$ cat src/rtl/euler_pkg.sv
// Shared types and constants for the Fibonacci-family accumulator.
package euler_pkg;

    typedef logic [1:0] mode_t;

    localparam mode_t MODE_ALL  = 2'd0;
    localparam mode_t MODE_EVEN = 2'd1;
    localparam mode_t MODE_ODD  = 2'd2;

    typedef enum logic [1:0] {
        IDLE = 2'd0,
        RUN  = 2'd1,
        DONE = 2'd2
    } state_t;

endpackage

$ cat src/rtl/fib_sum_engine_if.sv
// Request/response bundle of fib_sum_engine; the controller holds the master side.
interface fib_sum_engine_if
    import euler_pkg::*;
#(
    parameter int WIDTH = 32,
    parameter int CNT_W = 8
) ();

    logic             start;
    mode_t            mode;
    logic [WIDTH-1:0] limit;
    logic [WIDTH-1:0] seed0;
    logic [WIDTH-1:0] seed1;
    logic             busy;
    logic             done;
    logic [WIDTH-1:0] result;
    logic [CNT_W-1:0] count;
    logic             overflow;

    modport master (
        output start, mode, limit, seed0, seed1,
        input  busy, done, result, count, overflow
    );

    modport slave (
        input  start, mode, limit, seed0, seed1,
        output busy, done, result, count, overflow
    );

endinterface

$ cat src/rtl/fib_acc_step.sv
// Combinational filter/accumulate step: does term b qualify, and what would the sum become.
module fib_acc_step
    import euler_pkg::*;
#(
    parameter int WIDTH = 32
) (
    input  logic [WIDTH-1:0] i_b,
    input  logic [WIDTH-1:0] i_result,
    input  mode_t            i_mode,
    output logic             o_match,
    output logic [WIDTH-1:0] o_new_sum,
    output logic             o_carry
);

    logic [WIDTH:0] w_sum;

    assign w_sum     = {1'b0, i_result} + {1'b0, i_b};
    assign o_new_sum = w_sum[WIDTH-1:0];
    assign o_carry   = w_sum[WIDTH];

    always_comb begin
        o_match = 1'b1;
        case (i_mode)
            MODE_ALL:  o_match = 1'b1;
            MODE_EVEN: o_match = ~i_b[0];
            MODE_ODD:  o_match = i_b[0];
            default:   o_match = 1'b1;   // reserved code behaves as ALL
        endcase
    end

endmodule

$ cat src/rtl/fib_sum_engine.sv
// Fibonacci-family accumulator: walks a, b from run-time seeds, summing filtered terms up to a limit.
//
// state | meaning
// IDLE  | after reset, waiting for start
// RUN   | one term examined per clock
// DONE  | results held, waiting for next start
module fib_sum_engine
    import euler_pkg::*;
#(
    parameter int WIDTH = 32,
    parameter int CNT_W = 8
) (
    input  logic              clk,
    input  logic              rst_n,
    fib_sum_engine_if.slave   bus
);

    state_t           r_state,     w_state_nxt;
    logic [WIDTH-1:0] r_a,         w_a_nxt;
    logic [WIDTH-1:0] r_b,         w_b_nxt;
    logic             r_term_carry, w_term_carry_nxt;
    logic [WIDTH-1:0] r_limit,     w_limit_nxt;
    mode_t            r_mode,      w_mode_nxt;
    logic [WIDTH-1:0] r_result,    w_result_nxt;
    logic [CNT_W-1:0] r_count,     w_count_nxt;
    logic             r_overflow,  w_overflow_nxt;
    logic             r_busy,      w_busy_nxt;
    logic             r_done,      w_done_nxt;

    logic             w_match;
    logic             w_sum_carry;
    logic [WIDTH-1:0] w_new_sum;
    logic [WIDTH:0]   w_next_term;

    fib_acc_step #(.WIDTH(WIDTH)) u_acc_step (
        .i_b       (r_b),
        .i_result  (r_result),
        .i_mode    (r_mode),
        .o_match   (w_match),
        .o_new_sum (w_new_sum),
        .o_carry   (w_sum_carry)
    );

    assign w_next_term = {1'b0, r_a} + {1'b0, r_b};

    always_comb begin
        w_state_nxt      = r_state;
        w_a_nxt          = r_a;
        w_b_nxt          = r_b;
        w_term_carry_nxt = r_term_carry;
        w_limit_nxt      = r_limit;
        w_mode_nxt       = r_mode;
        w_result_nxt     = r_result;
        w_count_nxt      = r_count;
        w_overflow_nxt   = r_overflow;

        unique case (r_state)
            IDLE, DONE: begin
                if (bus.start) begin
                    w_limit_nxt      = bus.limit;
                    w_mode_nxt       = bus.mode;
                    w_a_nxt          = bus.seed0;
                    w_b_nxt          = bus.seed1;
                    w_term_carry_nxt = 1'b0;
                    w_result_nxt     = '0;
                    w_count_nxt      = '0;
                    w_overflow_nxt   = 1'b0;
                    w_state_nxt      = RUN;
                end
            end
            RUN: begin
                if (r_a == '0 && r_b == '0) begin
                    w_state_nxt = DONE;
                end else if (r_term_carry || r_b > r_limit) begin
                    // a carried-out term is unrepresentable, hence beyond any limit
                    w_state_nxt = DONE;
                end else if (w_match && w_sum_carry) begin
                    w_overflow_nxt = 1'b1;
                    w_state_nxt    = DONE;
                end else begin
                    if (w_match) begin
                        w_result_nxt = w_new_sum;
                        if (r_count != '1) begin
                            w_count_nxt = r_count + 1'b1;
                        end
                    end
                    w_a_nxt          = r_b;
                    w_b_nxt          = w_next_term[WIDTH-1:0];
                    w_term_carry_nxt = w_next_term[WIDTH];
                end
            end
            default: w_state_nxt = IDLE;
        endcase

        w_busy_nxt = (w_state_nxt == RUN);
        w_done_nxt = (w_state_nxt == DONE);
    end

    always_ff @(posedge clk or negedge rst_n) begin
        if (!rst_n) begin
            r_state      <= IDLE;
            r_a          <= '0;
            r_b          <= '0;
            r_term_carry <= 1'b0;
            r_limit      <= '0;
            r_mode       <= MODE_ALL;
            r_result     <= '0;
            r_count      <= '0;
            r_overflow   <= 1'b0;
            r_busy       <= 1'b0;
            r_done       <= 1'b0;
        end else begin
            r_state      <= w_state_nxt;
            r_a          <= w_a_nxt;
            r_b          <= w_b_nxt;
            r_term_carry <= w_term_carry_nxt;
            r_limit      <= w_limit_nxt;
            r_mode       <= w_mode_nxt;
            r_result     <= w_result_nxt;
            r_count      <= w_count_nxt;
            r_overflow   <= w_overflow_nxt;
            r_busy       <= w_busy_nxt;
            r_done       <= w_done_nxt;
        end
    end

    assign bus.busy     = r_busy;
    assign bus.done     = r_done;
    assign bus.result   = r_result;
    assign bus.count    = r_count;
    assign bus.overflow = r_overflow;

endmodule
$ cat src/flat_wrapper.sv
// flat-port wrapper written by rule: the top's interface ports become plain ports
module fib_sum_engine_flat import euler_pkg::*;
#(
    parameter int WIDTH = 32,
    parameter int CNT_W = 8
)
  (clk, rst_n, bus_start, bus_mode, bus_limit, bus_seed0, bus_seed1, bus_busy, bus_done, bus_result, bus_count, bus_overflow);
  fib_sum_engine_if #(.WIDTH(WIDTH), .CNT_W(CNT_W)) bus_i ();
  input  logic clk;
  input  logic rst_n;
  input wire logic [$bits(bus_i.start)-1:0] bus_start;
  input wire logic [$bits(bus_i.mode)-1:0] bus_mode;
  input wire logic [$bits(bus_i.limit)-1:0] bus_limit;
  input wire logic [$bits(bus_i.seed0)-1:0] bus_seed0;
  input wire logic [$bits(bus_i.seed1)-1:0] bus_seed1;
  output wire logic [$bits(bus_i.busy)-1:0] bus_busy;
  output wire logic [$bits(bus_i.done)-1:0] bus_done;
  output wire logic [$bits(bus_i.result)-1:0] bus_result;
  output wire logic [$bits(bus_i.count)-1:0] bus_count;
  output wire logic [$bits(bus_i.overflow)-1:0] bus_overflow;
  assign bus_i.start = bus_start;
  assign bus_i.mode = bus_mode;
  assign bus_i.limit = bus_limit;
  assign bus_i.seed0 = bus_seed0;
  assign bus_i.seed1 = bus_seed1;
  assign bus_busy = bus_i.busy;
  assign bus_done = bus_i.done;
  assign bus_result = bus_i.result;
  assign bus_count = bus_i.count;
  assign bus_overflow = bus_i.overflow;
  fib_sum_engine #(.WIDTH(WIDTH), .CNT_W(CNT_W)) u_core (.clk(clk), .rst_n(rst_n), .bus(bus_i));
endmodule
$ cat config.mk
export PLATFORM = sky130hd
export DESIGN_NAME = fib_sum_engine_flat
export DESIGN_NICKNAME = d
export VERILOG_FILES = /design/src/rtl/euler_pkg.sv /design/src/rtl/fib_sum_engine_if.sv /design/src/rtl/fib_acc_step.sv /design/src/rtl/fib_sum_engine.sv /design/src/flat_wrapper.sv
export SDC_FILE = /design/constraint.sdc
export NUM_CORES = 1
export LEC_CHECK = 0
export BUFFER_PORTS_ARGS = -buffer_cell sky130_fd_sc_hd__buf_4
export CAP_MARGIN = 20
export CORE_MARGIN = 2
export CORE_UTILIZATION = 24
export CTS_CLUSTER_DIAMETER = 80
export CTS_CLUSTER_SIZE = 24
export DETAILED_ROUTE_END_ITERATION = 12
export PLACE_DENSITY = 0.46
export SETUP_SLACK_MARGIN = 0.5
export SYNTH_ARGS = -nofsm -noshare
export SYNTH_HDL_FRONTEND = slang
export SYNTH_SLANG_ARGS = --single-unit
$ cat constraint.sdc
create_clock -name clk -period 3.9 [get_ports clk]
set_input_delay 0.195 -clock clk [delete_from_list [all_inputs] [get_ports clk]]
set_output_delay 0.195 -clock clk [all_outputs]
set_load 0.01 [all_outputs]
==> impl_results.md <==
* PD cells at between 1000 and 1500 mW/mm^2
* Root Buffer: clkbuf_16
* Syn_nets at ~1500
* Setup crit end: u_core.bus.count[0]
* Setup TNS at 0 ps
* TritonCTS buffer count at 17
* GRT Util Overall at roughly 17%
* Final net count at ~1700
* DR iter-0 viols at a little over 600
* CP startpoint: u_core.r_b[21]
* TritonCTS clock tree: done
* RSZ-0062 raised after global routing: true
* Drt total wl at 37900 um
* Relative slew margins at 31.6%
* Min cycle time layout at 3280 ps
* Share of flip-flops with an asynchronous set or reset at 100%
* Crit path max fanout at 7
* Crit path required time at 4230 ps
* Period utilization at 84.0%
* VDD IR max at 0.485 mV
* Dpl cells at 1928
* DR WL/cell at approximately 19 um
* Syn-to-layout area delta at 30.9%
* Leak at 6.15 nW
* Worst path max stage delay at ~470 ps
* Startpoint types: flip-flop
* Largest net degree at the start of global routing at a little under 80
* WS Path Type: flip-flop to flip-flop
* # DRC at 0
* Type of the worst min-delay path: primary input to flip-flop
* Number of global-route vias before repair at roughly 9800
* # setup viols final at 0
* Hpwl dp at 29000 um
* FMAX at 0.305 GHz
* Outcome: completed
* Antenna fix cells at 0
* Max-slew violation count at 0
* Worst reg2reg path startpoint: u_core.r_b[21]
* Die Area at ~0.045 mm^2
* Ports at 144
* Antenna viol nets, final at 0
* # rows at 75
* Detailed-route vias per instance at around 4.9
* Clk sinks at 144
* Worst reg2reg path depth at 11
* CP Cell Sequence: ha_1 -> a21oi_1 -> o21ai_0 -> a21o_1 -> a41o_1 -> a221oi_4 -> nand2_1 -> or3_4 -> buf_4 -> o2bb2ai_1 -> mux2_2
* Share of the yosys chip area belonging to registers at about a third
* Clk_lat worst skew at 450 ps
* Mapped Avg Cell Area at 8.20 um^2
* CTS max path bufs at 2
* Reg2reg end: u_core.bus.count[0]
* Area of the mapped netlist at 0.0103 mm^2
* Overflow after GRT at 0
* Yosys cell types at a little under 70
* Yosys warns at 0
* Fin cells at 2008
* Drt pass-1 iters at 5
* Worst-Margin Slew at roughly 1000 ps
* Starting Density at 24.5%
* Global-route wire length before repair at 58100 um
* Die H at 211 um
* Via count at 9919
* Total of max-cap violations at 0
* Most used DFF post-synth: dfrtp_1
* GP Congestion at about 0.84
* H-tree Lvls at 4
* Post-Synthesis Cells at around 1300
* Final hold vios at 0
* Reg2Reg Setup Slack at 620 ps
* Hold path cells at 3
* Die Wd at 211 um
* Clock skew at 16.9 ps
* Clk slew on worst S/H paths at 60 ps
* I/O Buffers at 143
* Core area at 0.0421 mm^2
* Initial antenna violation count at 0
* Worst Path Arrival at 3610 ps
* Crit end category: flip-flop
* Synthesized flop and latch total at 144
* Number of synthesized flops with an enable pin at 0
* Slowest-stage cell, CP: dfrtp_1
* Ratio of cells with drive above 1 in the final layout at 19.5%
[through the flow]
step	hold slack, ps	worst slack, ps	instance area, um^2	util, %	total power, W
2_1_floorplan	-101	725	10300	-	0.00913
3_3_place_gp	242	184	12200	29.0	0.0120
3_5_place_dp	243	137	12200	29.0	0.0120
4_1_cts	0.678	510	13200	31.4	0.0139
5_1_grt	4.25	495	13500	32.0	0.0156
6_report	15.0	625	13500	32.0	0.0142
[layout make-up]
class	instances	area [um^2]
fill	4430	28600
multi-input combinational	993	6420
sequential	144	3610
timing repair buffer	238	1960
tap	539	674
clock buffer	18	429
inverter	62	233
clock inverter	14	156
[cells in the final DEF, fill, tap and decap left out, types with 5 or more instances in the layout]
cell,netlist,final
a211oi_1,11,9
a21o_1,37,37
a21oi_1,98,94
a31oi_1,57,56
and2_1,8,8
and3_1,9,9
buf_4,0,195
buf_6,1,5
clkbuf_16,0,19
dfrtp_1,144,138
dfrtp_2,0,6
dlygate4sd3_1,0,33
ha_1,99,94
inv_1,62,62
nand2_1,173,173
nand2b_1,9,7
nand3_1,53,53
nand4_1,19,19
nor2_1,119,119
nor2b_1,11,8
nor3_1,12,10
nor4_1,18,18
o211ai_1,8,8
o21a_1,12,12
o21ai_0,106,104
o21bai_1,6,6
o31ai_1,6,5
xnor2_1,23,23
xor2_1,21,21
[flip-flops by register name (all words and copies together) (netlist names), 2 cells and up]
signal / cells
u_core.bus.count: 8
u_core.r_mode: 2
u_core.r_limit: 32
u_core.bus.result: 32
u_core.r_a: 32
u_core.r_state: 2
u_core.r_b: 32
[worst max-delay path, delay by kind of cell (launching register included)]
kind / cells / cell delay, ps
AOI/OAI and AO/OA: 6 / 1200
adders and majority gates: 1 / 440
buffers and inverters: 1 / 170
DFF: 1 / 470
muxes: 1 / 290
and+or+nand+nor: 2 / 580
[timing repair]
item	CTS	global route
buffers inserted	3	9
gates resized for setup	10	29
gates cloned	1	2
hold endpoints to repair	91	0
hold buffers	33	0
pin swaps	3	9
endpoints found under the setup margin	103	105
[where the power goes]
| group | internal [W] | switching (W) | total, W |
|---|---|---|---|
| Sequential | 0.00220 | 0.000744 | 0.00295 |
| Combinational | 0.00403 | 0.00555 | 0.00958 |
| Clock | 0.000951 | 0.000730 | 0.00168 |
[logic make-up (layout without fill, tap and decap cells)]
family	after synthesis	count (layout)	synth area share, %
and+or+nand+nor	445	445	19.4
xor gates and xnor gates	44	44	3.74
DFF	144	144	35.0
muxes	2	2	0.255
buffers and inverters	120	332	4.60
adders and majority gates	101	101	12.4
AOI/OAI and AO/OA	400	401	24.6
[synthesized netlist by cell type, drive strengths merged, types with 3 or more instances]
cell type	instances	area, um^2
a211oi	11	82.6
a21boi	3	22.5
a21o	37	278
a21oi	98	490
a221o	3	30.0
a221oi	5	50.0
a31o	3	26.3
a31oi	57	357
and2	9	58.8
and3	9	56.3
buf	15	80.1
clkbuf	43	161
dfrtp	144	3600
ha	99	1240
inv	62	233
nand2	173	649
nand2b	9	56.3
nand3	54	283
nand4	19	119
nor2	119	447
nor2b	11	68.8
nor3	12	60.1
nor4	18	113
o2111ai	3	26.3
o211ai	8	60.1
o21a	12	90.1
o21ai	108	541
o21bai	6	45.0
o22a	4	35.0
o2bb2ai	3	26.3
o31a	3	26.3
o31ai	6	45.0
o41ai	8	85.1
or3	4	25.0
xnor2	23	201
xor2	21	184
[how the worst min path moves through the flow]
stage,startpoint,endpoint
floorplan,rst_n,u_core.bus.busy
global placement,rst_n,u_core.r_a[9]
detailed placement,rst_n,u_core.r_a[10]
CTS,bus_seed0[3],u_core.r_a[3]
global route,bus_seed0[5],u_core.r_a[5]
finish,bus_seed1[27],u_core.r_b[27]
[routing by layer]
| layer | vias to the layer above | routed length, um | GRT usage, % |
|---|---|---|---|
| met3 | 33 | 1330 | 2.47 |
| li1 | 4944 | - | - |
| met2 | 208 | 17900 | 28.6 |
| met4 | 0 | 768 | 5.00 |
| met1 | 4734 | 17900 | 23.0 |
| met5 | - | 0 | 0 |
No activity file was read; power rests on OpenSTA's default activity.
